`config.mk`:
```
export PLATFORM = sky130hd
export DESIGN_NAME = pc_sequencer_flat
export DESIGN_NICKNAME = d
export VERILOG_FILES = /design/src/rtl/pc_seq_pkg.sv /design/src/rtl/pc_sequencer_if.sv /design/src/rtl/pc_return_stack.sv /design/src/rtl/pc_sequencer.sv /design/src/flat_wrapper.sv
export SDC_FILE = /design/constraint.sdc
export NUM_CORES = 1
export LEC_CHECK = 0
export CORE_MARGIN = 1.5
export CORE_UTILIZATION = 35
export DETAILED_ROUTE_END_ITERATION = 7
export PLACE_DENSITY_LB_ADDON = 0.08
export RECOVER_POWER = 100
export SLEW_MARGIN = 15
export SYNTH_ARGS = -nofsm -noshare
export SYNTH_HDL_FRONTEND = slang
export SYNTH_SLANG_ARGS = --single-unit
export TNS_END_PERCENT = 5
```
`constraint.sdc`:
```
create_clock -name clk -period 5.1 [get_ports clk]
set_input_delay 1.02 -clock clk [delete_from_list [all_inputs] [get_ports clk]]
set_output_delay 1.02 -clock clk [all_outputs]
set_load 0.05 [all_outputs]
```
`src/rtl/pc_seq_pkg.sv`:
```
// Shared encodings for the program-counter sequencer: request opcodes and FSM states.
package pc_seq_pkg;

    typedef logic [1:0] op_t;

    localparam op_t OP_STEP = 2'b00;
    localparam op_t OP_JUMP = 2'b01;
    localparam op_t OP_CALL = 2'b10;
    localparam op_t OP_RET  = 2'b11;

    localparam logic [1:0] S_IDLE   = 2'd0;
    localparam logic [1:0] S_ISSUE  = 2'd1;
    localparam logic [1:0] S_SETTLE = 2'd2;

endpackage

```
`src/rtl/pc_sequencer_if.sv`:
```
// Request handshake between the instruction decoder (master) and pc_sequencer (slave).
interface pc_sequencer_if #(
    parameter int WIDTH = 8
) ();

    logic             req_valid;
    logic             req_ready;
    logic [1:0]       req_op;
    logic [WIDTH-1:0] req_addr;

    modport master (
        output req_valid,
        output req_op,
        output req_addr,
        input  req_ready
    );

    modport slave (
        input  req_valid,
        input  req_op,
        input  req_addr,
        output req_ready
    );

endinterface

```
`src/rtl/pc_return_stack.sv`:
```
// LIFO return-address stack: registered storage, count pointer, combinational top-of-stack.
module pc_return_stack #(
    parameter int WIDTH = 8,
    parameter int DEPTH = 4
) (
    input  logic                     clk,
    input  logic                     reset_n,
    input  logic                     push,
    input  logic                     pop,
    input  logic [WIDTH-1:0]         wdata,
    output logic [WIDTH-1:0]         rdata,
    output logic                     full,
    output logic                     empty,
    output logic [$clog2(DEPTH):0]   count
);

    localparam int AW = $clog2(DEPTH);

    logic [WIDTH-1:0] mem [DEPTH];
    logic [AW:0]      cnt;
    logic [AW-1:0]    top_idx;

    // Top entry sits one below the count; value at count==0 is don't-care.
    assign top_idx = cnt[AW-1:0] - AW'(1);
    assign rdata   = mem[top_idx];
    assign full    = (cnt == (AW+1)'(DEPTH));
    assign empty   = (cnt == '0);
    assign count   = cnt;

    always_ff @(posedge clk or negedge reset_n) begin
        if (!reset_n) begin
            cnt <= '0;
            for (int unsigned i = 0; i < DEPTH; i++) begin
                mem[i] <= '0;
            end
        end else if (push && !full) begin
            mem[cnt[AW-1:0]] <= wdata;
            cnt              <= cnt + (AW+1)'(1);
        end else if (pop && !empty) begin
            cnt <= cnt - (AW+1)'(1);
        end
    end

endmodule

```
`src/rtl/pc_sequencer.sv`:
```
// PC flow sequencer: turns STEP/JUMP/CALL/RET requests into one-cycle counter strobes.
// Optional sticky stack-error flag enabled by defining PC_SEQ_STICKY_ERR_EN.
module pc_sequencer
    import pc_seq_pkg::*;
#(
    parameter int WIDTH = 8,
    parameter int DEPTH = 4
) (
    input  logic                   clk,
    input  logic                   reset_n,
    pc_sequencer_if.slave          req,
    input  logic                   halt,
    input  logic [WIDTH-1:0]       pc_in,
    output logic                   pc_inc,
    output logic                   pc_load,
    output logic [WIDTH-1:0]       pc_preset,
    output logic                   done,
    output logic                   stack_err,
    output logic [$clog2(DEPTH):0] depth
`ifdef PC_SEQ_STICKY_ERR_EN
    ,
    output logic                   err_sticky
`endif
);

    logic [1:0]       state;
    op_t              op_q;
    logic [WIDTH-1:0] addr_q;
    logic [WIDTH-1:0] ret_q;
    logic [WIDTH-1:0] preset_q;
    logic [WIDTH-1:0] preset_val;
    logic             handshake;
    logic             issue;
    logic             push;
    logic             pop;
    logic             full;
    logic             empty;
    logic [WIDTH-1:0] top;

    assign req.req_ready = (state == S_IDLE) && !halt;
    assign handshake     = req.req_valid && req.req_ready;
    assign issue         = (state == S_ISSUE);
    assign push          = issue && (op_q == OP_CALL) && !full;
    assign pop           = issue && (op_q == OP_RET) && !empty;
    assign done          = (state == S_SETTLE);

    pc_return_stack #(
        .WIDTH (WIDTH),
        .DEPTH (DEPTH)
    ) u_stack (
        .clk     (clk),
        .reset_n (reset_n),
        .push    (push),
        .pop     (pop),
        .wdata   (ret_q),
        .rdata   (top),
        .full    (full),
        .empty   (empty),
        .count   (depth)
    );

    // Strobes decode straight from state so an async reset removes them at once.
    always_comb begin
        pc_inc     = issue && (op_q == OP_STEP);
        pc_load    = (issue && (op_q == OP_JUMP)) || push || pop;
        stack_err  = issue && (((op_q == OP_CALL) && full) || ((op_q == OP_RET) && empty));
        preset_val = (op_q == OP_RET) ? top : addr_q;
        pc_preset  = pc_load ? preset_val : preset_q;
    end

    always_ff @(posedge clk or negedge reset_n) begin
        if (!reset_n) begin
            state    <= S_IDLE;
            op_q     <= OP_STEP;
            addr_q   <= '0;
            ret_q    <= '0;
            preset_q <= '0;
        end else begin
            if (pc_load) begin
                preset_q <= preset_val;
            end
            case (state)
                S_IDLE: begin
                    if (handshake) begin
                        state  <= S_ISSUE;
                        op_q   <= req.req_op;
                        addr_q <= req.req_addr;
                        ret_q  <= pc_in + WIDTH'(1);
                    end
                end
                S_ISSUE:  state <= S_SETTLE;
                S_SETTLE: state <= S_IDLE;
                default:  state <= S_IDLE;
            endcase
        end
    end

`ifdef PC_SEQ_STICKY_ERR_EN
    // Errors are only raised in ISSUE and clears only at an IDLE handshake, so they never collide.
    always_ff @(posedge clk or negedge reset_n) begin
        if (!reset_n) begin
            err_sticky <= 1'b0;
        end else if (stack_err) begin
            err_sticky <= 1'b1;
        end else if (handshake && (req.req_op == OP_RET) && (depth != '0) && err_sticky) begin
            err_sticky <= 1'b0;
        end
    end
`endif

endmodule

```
`src/flat_wrapper.sv`:
```
// flat-port wrapper written by rule: the top's interface ports become plain ports
module pc_sequencer_flat import pc_seq_pkg::*;
#(
    parameter int WIDTH = 8,
    parameter int DEPTH = 4
)
  (clk, reset_n, halt, pc_in, pc_inc, pc_load, pc_preset, done, stack_err, depth, req_req_valid, req_req_op, req_req_addr, req_req_ready);
  pc_sequencer_if #(.WIDTH(WIDTH)) req_i ();
  input  logic clk;
  input  logic reset_n;
  input  logic halt;
  input  logic [WIDTH-1:0] pc_in;
  output logic pc_inc;
  output logic pc_load;
  output logic [WIDTH-1:0] pc_preset;
  output logic done;
  output logic stack_err;
  output logic [$clog2(DEPTH):0] depth;
  input wire logic [$bits(req_i.req_valid)-1:0] req_req_valid;
  input wire logic [$bits(req_i.req_op)-1:0] req_req_op;
  input wire logic [$bits(req_i.req_addr)-1:0] req_req_addr;
  output wire logic [$bits(req_i.req_ready)-1:0] req_req_ready;
  assign req_i.req_valid = req_req_valid;
  assign req_i.req_op = req_req_op;
  assign req_i.req_addr = req_req_addr;
  assign req_req_ready = req_i.req_ready;
  pc_sequencer #(.WIDTH(WIDTH), .DEPTH(DEPTH)) u_core (.clk(clk), .reset_n(reset_n), .req(req_i), .halt(halt), .pc_in(pc_in), .pc_inc(pc_inc), .pc_load(pc_load), .pc_preset(pc_preset), .done(done), .stack_err(stack_err), .depth(depth));
endmodule
```
# ---- After elaboration in Yosys (flattened, before gate mapping)
# Index checks and enable logic that the tools add are counted.
dict set report word_totals {
  register_bits 63
  mem_bits_ro 0
  latchBits 0
  out_inout_bits 16
  ramBits 0
  word_cells 63
  inputBits 22
  n_memories 0
}
dict set report classes {
  eq_ne 7
  shifts 0
  mux 12
  order_cmp 3
  mul 0
  div 0
  bitwise_logic 2
  n_addsub 4
  reduce_logical 25
}
# operator n
set ops {}
lappend ops {{two-way mux 8 bit} 5}
lappend ops {{bitwise mux 32 bit} 1}
lappend ops {{binary-select mux 8 bit (select 2 bit)} 1}
lappend ops {{demux 8 bit (select 2 bit)} 1}
lappend ops {{logical AND 1 bit} 14}
lappend ops {{adder 8 x 1 -> 8 bit, second input constant} 1}
lappend ops {{equality test 2 bit, second input constant} 3}
lappend ops {{greater-or-equal comparator 3 bit, second input constant} 2}
lappend ops {{two-way mux 3 bit} 2}
lappend ops {{NOT 2 -> 3 bit} 2}
lappend ops {{equality test 2 x 1 -> 1 bit, second input constant} 2}
lappend ops {{logical NOT 2 bit} 2}
lappend ops {{case mux 2 bit (2 select lines)} 1}
lappend ops {{adder 3 x 1 -> 3 bit, second input constant} 1}
lappend ops {{equality test 3 bit, second input constant} 1}
lappend ops {{logical NOT 1 bit} 3}
lappend ops {{logical NOT 3 bit} 1}
lappend ops {{logical OR 1 bit} 3}
lappend ops {{less-than comparator 3 x 1 -> 1 bit, second input constant} 1}
lappend ops {{subtractor 3 x 1 -> 3 bit, second input constant} 1}
lappend ops {{two-way mux 2 bit} 1}
lappend ops {{inequality test 2 x 1 -> 1 bit, second input constant} 1}
lappend ops {{AND reduction 2 bit} 1}
lappend ops {{nonzero test 2 bit} 1}
lappend ops {{subtractor 2 x 1 -> 2 bit, second input constant} 1}

# ---- Longest topological paths before layout
dict set report logic_depth {
  ltp_word 7
  depth_mapped 10
}

# ---- Modules after synthesis
# Synthesis repeated with hierarchy kept, for this count alone.
dict set report unflattened {
  hier_cells 249
  area_unflattened_um2 3066.7
}
# module area_per_inst_um2 n_inst cells_each
set by_module_without_submodules {}
lappend by_module_without_submodules {pc_return_stack 1746.7 1 113}
lappend by_module_without_submodules {pc_sequencer 1320.0 1 136}

# ---- Worst setup path after synthesis
# OpenSTA, ideal clock, no wires.
dict set report synth_timing {
  path_kind {reg2out}
  startpoint {register u_core.u_stack.cnt[0], in the netlist u_core.u_stack.count[0]}
  endpoint {output pc_preset[6]}
  path_slack_ps 730
  stages_incl_launch_ff 9
  path_buffers 3
  arrival_ps 3350
  path_cell_list {dfrtp_1 buf_2 buf_2 inv_1 ha_1 a21boi_2 o211ai_1 clkbuf_1 o21ai_0}
}
dict set report synth_via {
  elab_chain_cells 7
  word_cells_on_any_way 15
}
# item line_no
set synth_lines {}
lappend synth_lines {{start, declared} pc_return_stack.sv:20} ;# logic [AW:0] cnt;
lappend synth_lines {{start signal, assigned} pc_return_stack.sv:38} ;# cnt <= cnt + (AW+1)'(1);
lappend synth_lines {{start signal, assigned} pc_return_stack.sv:40} ;# cnt <= cnt - (AW+1)'(1);
lappend synth_lines {{subtractor 2 x 1 -> 2 bit} pc_return_stack.sv:24} ;# assign top_idx = cnt[AW-1:0] - AW'(1);
lappend synth_lines {{net u_core.u_stack.top_idx[0]} pc_return_stack.sv:21} ;# logic [AW-1:0] top_idx;
lappend synth_lines {{NOT 2 -> 3 bit (implied by the code)} pc_return_stack.sv:25} ;# assign rdata = mem[top_idx];
lappend synth_lines {{binary-select mux 8 bit (select 2 bit)} pc_return_stack.sv:25}
lappend synth_lines {{two-way mux 8 bit (implied by the code) (2 in series)} pc_return_stack.sv:25}
lappend synth_lines {{two-way mux 8 bit} pc_sequencer.sv:67} ;# preset_val = (op_q == OP_RET) ? top : addr_q;
lappend synth_lines {{two-way mux 8 bit} pc_sequencer.sv:68} ;# pc_preset = pc_load ? preset_val : preset_q;
lappend synth_lines {{end, declared} flat_wrapper.sv:15} ;# output logic [WIDTH-1:0] pc_preset;
# The timed path passes the listed nets, and every way through them passes these cells. The select of a mux whose other input is x is not followed.

# ---- Final worst setup path
dict set report layout_timing {
  startpoint {register u_core.u_stack.cnt[1], in the netlist u_core.u_stack.count[1]}
  endpoint {output pc_preset[2]}
}
dict set report layout_via {
  elab_chain_cells 7
  word_cells_on_any_way 15
}
# item line_no
set layout_lines {}
lappend layout_lines {{subtractor 2 x 1 -> 2 bit} pc_return_stack.sv:24}
lappend layout_lines {{NOT 2 -> 3 bit (implied by the code)} pc_return_stack.sv:25}
lappend layout_lines {{binary-select mux 8 bit (select 2 bit)} pc_return_stack.sv:25}
lappend layout_lines {{two-way mux 8 bit (implied by the code) (2 in series)} pc_return_stack.sv:25}
lappend layout_lines {{two-way mux 8 bit} pc_sequencer.sv:67}
lappend layout_lines {{two-way mux 8 bit *} pc_sequencer.sv:68}
# Every way passes the cells marked *; elsewhere a longest branch is shown, timed or not. The select of a mux whose other input is x is not followed.

==> results.sh <==
export IMPL_grt_max_degree=64
export IMPL_num_rows=33
export IMPL_core_sq_um=8260
export IMPL_drive_above_1_share_pct=9.43
export IMPL_finalCoreUtilization_pct=42.3
export IMPL_switching_share_pct=37.8
export IMPL_cts_root_buf="clkbuf_8"
export IMPL_ff_latch_area_sq_um=1580
export IMPL_min_to="u_core.addr_q[4]$_DFFE_PN0P_"
export IMPL_synth_seq_cells=63
export IMPL_p_total_uw=1750
export IMPL_gp_congestion=0.717
export IMPL_outcome="finished with violations"
export IMPL_maxCapViolCount=2
export IMPL_tns_ns=0
export IMPL_synth_compound_area_share_pct=6.94
export IMPL_hold_viol=0
export IMPL_pwr_share_seq_pct=43.2
export IMPL_insertion_delay_ns=0.34
export IMPL_tightest_slew_ns=3.49
export IMPL_die_y_microns=95.5
export IMPL_rsz0062_at_grt="no"
export IMPL_critPathKind="reg -> out"
export IMPL_switchingPower_uw=661
export IMPL_fillers=825
export IMPL_setup_violations_final=0
export IMPL_crit_buf_inv=2
export IMPL_ctsResizeCount=0
export IMPL_post_cts_setup_buffer_count=0
export IMPL_dr_first_iter_drc_count=64
export IMPL_port_buffers=37
export IMPL_drv_slew=73
export IMPL_crit_chain="inv_1 -> ha_1 -> a21boi_0 -> o211ai_1 -> nand2_1 -> o21ai_0 -> dlygate4sd3_1"
export IMPL_slew_headroom_pct=-133
export IMPL_clkTransAtPathRegs_ns=0.07
export IMPL_postCtsHoldBufs=0
export IMPL_area_delta_synth_final_pct=16.7
export IMPL_grt_pass1_wl_microns=10700
export IMPL_leakage_uw=0.00170
export IMPL_grt_ovfl_total=0
export IMPL_r2r_slack_ns=2.04
export IMPL_final_setup_skew_ns=0.00852
export IMPL_drtPass1Iterations=4
export IMPL_worst_r2r_cell_count=5
export IMPL_critPathArrivalTime_ns=3.24
export IMPL_finalCriticalPeriod_ns=4.26
export IMPL_violations="max-capacitance violations, max-slew violations"
export IMPL_fin_nets=321
export IMPL_crit_slowest_cell="dlygate4sd3_1"
export IMPL_n_antenna_cell=0
export IMPL_dieArea_sq_um=9120
export IMPL_via_per_inst=4.76
export IMPL_p_comb_share_pct=35.4
export IMPL_crit_family="compound AO/OA/AOI/OAI gates"
export IMPL_worst_hold_path_type="reg -> reg"
export IMPL_fin_crit_sh_pct=83.6
export IMPL_r2r_end="u_core.u_stack.mem[27]$_DFFE_PN0P_"
export IMPL_cp_max_fo=17
export IMPL_drtAntennaViolNets=0
export IMPL_die_w_microns=95.5
export IMPL_r2r_start="u_core.u_stack.count[1]$_DFFE_PN0P_"
export IMPL_synth_xor_area_share_pct=2.93
export IMPL_wirelength_microns=6350
export IMPL_initial_core_util_pct=36.3
export IMPL_cp_start_kind="flop"
export IMPL_drc_errors=0
export IMPL_yosys_area_share_simple_pct=11.8
export IMPL_ir_worst_vdd_mv=0.142
export IMPL_cts_tree="yes"
export IMPL_worstHoldStart="u_core.addr_q[4]$_DFFE_PN0P_"
export IMPL_grt_antenna_before_repair=0
export IMPL_grt_usage_pct=15.9
export IMPL_ys_warn_count=0
export IMPL_h_tree_depth=3
export IMPL_worst_slack_ns=0.837
export IMPL_avgRoutedWirePerCell_microns=15.8
export IMPL_multi_input_area_sq_um=1220
export IMPL_cp_required_ns=4.08
export IMPL_cts_sinks=63
export IMPL_internal_power_uw=1090
export IMPL_avgSynthCellArea_sq_um=11.9
export IMPL_syn_nets=280
export IMPL_place_ws_ns=1.24
export IMPL_io_pins=38
export IMPL_fmax_mhz=235
export IMPL_netlist_area_sq_um=2990
export IMPL_syn_inst=252
export IMPL_synth_mux_area_share_pct=20.7
export IMPL_p_clk_share_pct=21.4
export IMPL_synth_distinct_cells=31
export IMPL_synth_top_family_by_area="multiplexers"
export IMPL_cts_buffers=9
export IMPL_dp_hpwl_microns=4220
export IMPL_hold_depth=2
export IMPL_p_per_area_nw_per_um2=500
export IMPL_via_count=1915
export IMPL_grt_pass1_vias=2005
export IMPL_synth_seq_area_share_pct=52.7
export IMPL_clk_path_buf_depth=2
export IMPL_worst_setup_path_end_kind="output pin"
export IMPL_yosys_area_share_adder_pct=2.51
export IMPL_instances_no_fill=402
export IMPL_dp_cells=387
export IMPL_max_stage_delay_ns=0.91
-- power by group through the flow --
stage               registers (uW)  logic [uW]  clock network (uW)
finish                         755         618                 375
global route                   780         682                 411
CTS                            765         704                 388
detailed placement             774         700                   0
global placement               770         694                   0
floorplan                      772         502                   0
-- final cells by class --
type,instances,area share [%]
inverters,7,0.752
well taps,105,3.76
flip-flops and latches,63,45.1
clock buffers,11,4.05
repair buffers,40,10.9
clock inverters,4,0.644
multi-input cells,172,34.8
-- through the flow --
stage          hold slack [ns]  instance area [sq um]
2_1_floorplan            0.446                   2990
3_3_place_gp             0.458                   3470
3_5_place_dp             0.464                   3470
4_1_cts                  0.479                   3630
5_1_grt                  0.495                   3490
6_report                 0.475                   3490
-- synth_stat cells, drive strengths merged --
| cell type | instances | area share (%) |
|---|---|---|
| mux2 | 32 | 15 |
| xnor2 | 7 | 2.0 |
| clkbuf | 4 | 0.50 |
| o211a | 1 | 0.33 |
| dfrtp | 63 | 53 |
| and2 | 1 | 0.21 |
| nand4 | 1 | 0.21 |
| a21boi | 1 | 0.38 |
| o21ai | 16 | 2.7 |
| and3 | 2 | 0.42 |
| xor2 | 3 | 0.88 |
| nand3b | 1 | 0.25 |
| mux2i | 17 | 5.7 |
| nor2b | 1 | 0.21 |
| nand3 | 3 | 0.50 |
| a2111oi | 1 | 0.29 |
| buf | 6 | 1.1 |
| a21oi | 8 | 1.3 |
| ha | 6 | 2.5 |
| nand2b | 1 | 0.21 |
| nor3 | 3 | 0.50 |
| nor4 | 1 | 0.71 |
| nand2 | 55 | 7.6 |
| inv | 7 | 0.88 |
| nand4b | 1 | 0.29 |
| nor3b | 1 | 0.63 |
| o211ai | 1 | 0.25 |
| o22ai | 8 | 1.7 |
-- worst min-delay path, stage by stage, from the launching register on --
cell and delay, ns:
dfrtp_1 0.34, nand2_1 0.05, nand2_1 0.05
-- cells in the final DEF (no fill, tap or decap), drive strengths merged --
master and count:
o211a 1, nor2b 1, clkinvlp 1, nor4 1, a21oi 8, nand2 55, and2 1, clkdlybuf4s50 19
nor3 3, nand3b 1, nand2b 1, xor2 3, o211ai 1, o22ai 8, clkinv 3, dlygate4sd3 17
and3 2, a2111oi 1, nand4b 1, dfrtp 63, nand3 3, mux2i 17, o21ai 16, nor3b 1
inv 7, a21boi 1, xnor2 7, ha 6, buf 2, clkbuf 13, nand4 1, mux2 32
-- worst max path at each step --
| stage | startpoint | end | slack (ns) | depth (start not counted) |
|---|---|---|---|---|
| finish | u_core.u_stack.count[1]$_DFFE_PN0P_ | pc_preset[2] | 0.84 | 7 |
| global route | reset_n | u_core.preset_q[7]$_DFF_PN0_ | 0.39 | 2 |
| CTS | u_core.u_stack.count[1]$_DFFE_PN0P_ | pc_preset[5] | 0.87 | 7 |
| detailed placement | u_core.u_stack.count[1]$_DFFE_PN0P_ | pc_preset[5] | 1.24 | 7 |
| global placement | u_core.u_stack.count[1]$_DFFE_PN0P_ | pc_preset[2] | 1.38 | 7 |
| floorplan | u_core.u_stack.count[0]$_DFFE_PN0P_ | pc_preset[6] | 0.73 | 8 |
-- sequential cells by signal, indices dropped and copies added, names as in the netlist --
name                  count
u_core.state              2
u_core.addr_q             8
u_core.u_stack.count      3
u_core.preset_q           8
u_core.ret_q              8
u_core.op_q               2
u_core.u_stack.mem       32
-- kinds of logic after synthesis --
group,count (synthesis)
buffers and inverters,17
adder cells (fa/ha/maj),6
flip-flops,63
AO/OA/AOI/OAI,36
AND/OR/NAND/NOR,71
XOR/XNOR,10
multiplexers,49
-- metal layers --
metal	global-route usage (%)	vias to the layer above	share of wire, %
met5	0	-	0
met4	7.35	0	1.8
met3	2.87	8	3.8
met2	22.3	38	42
met1	23.3	920	53
li1	-	949	-
Note: power is estimated with default switching activity, not from simulation.
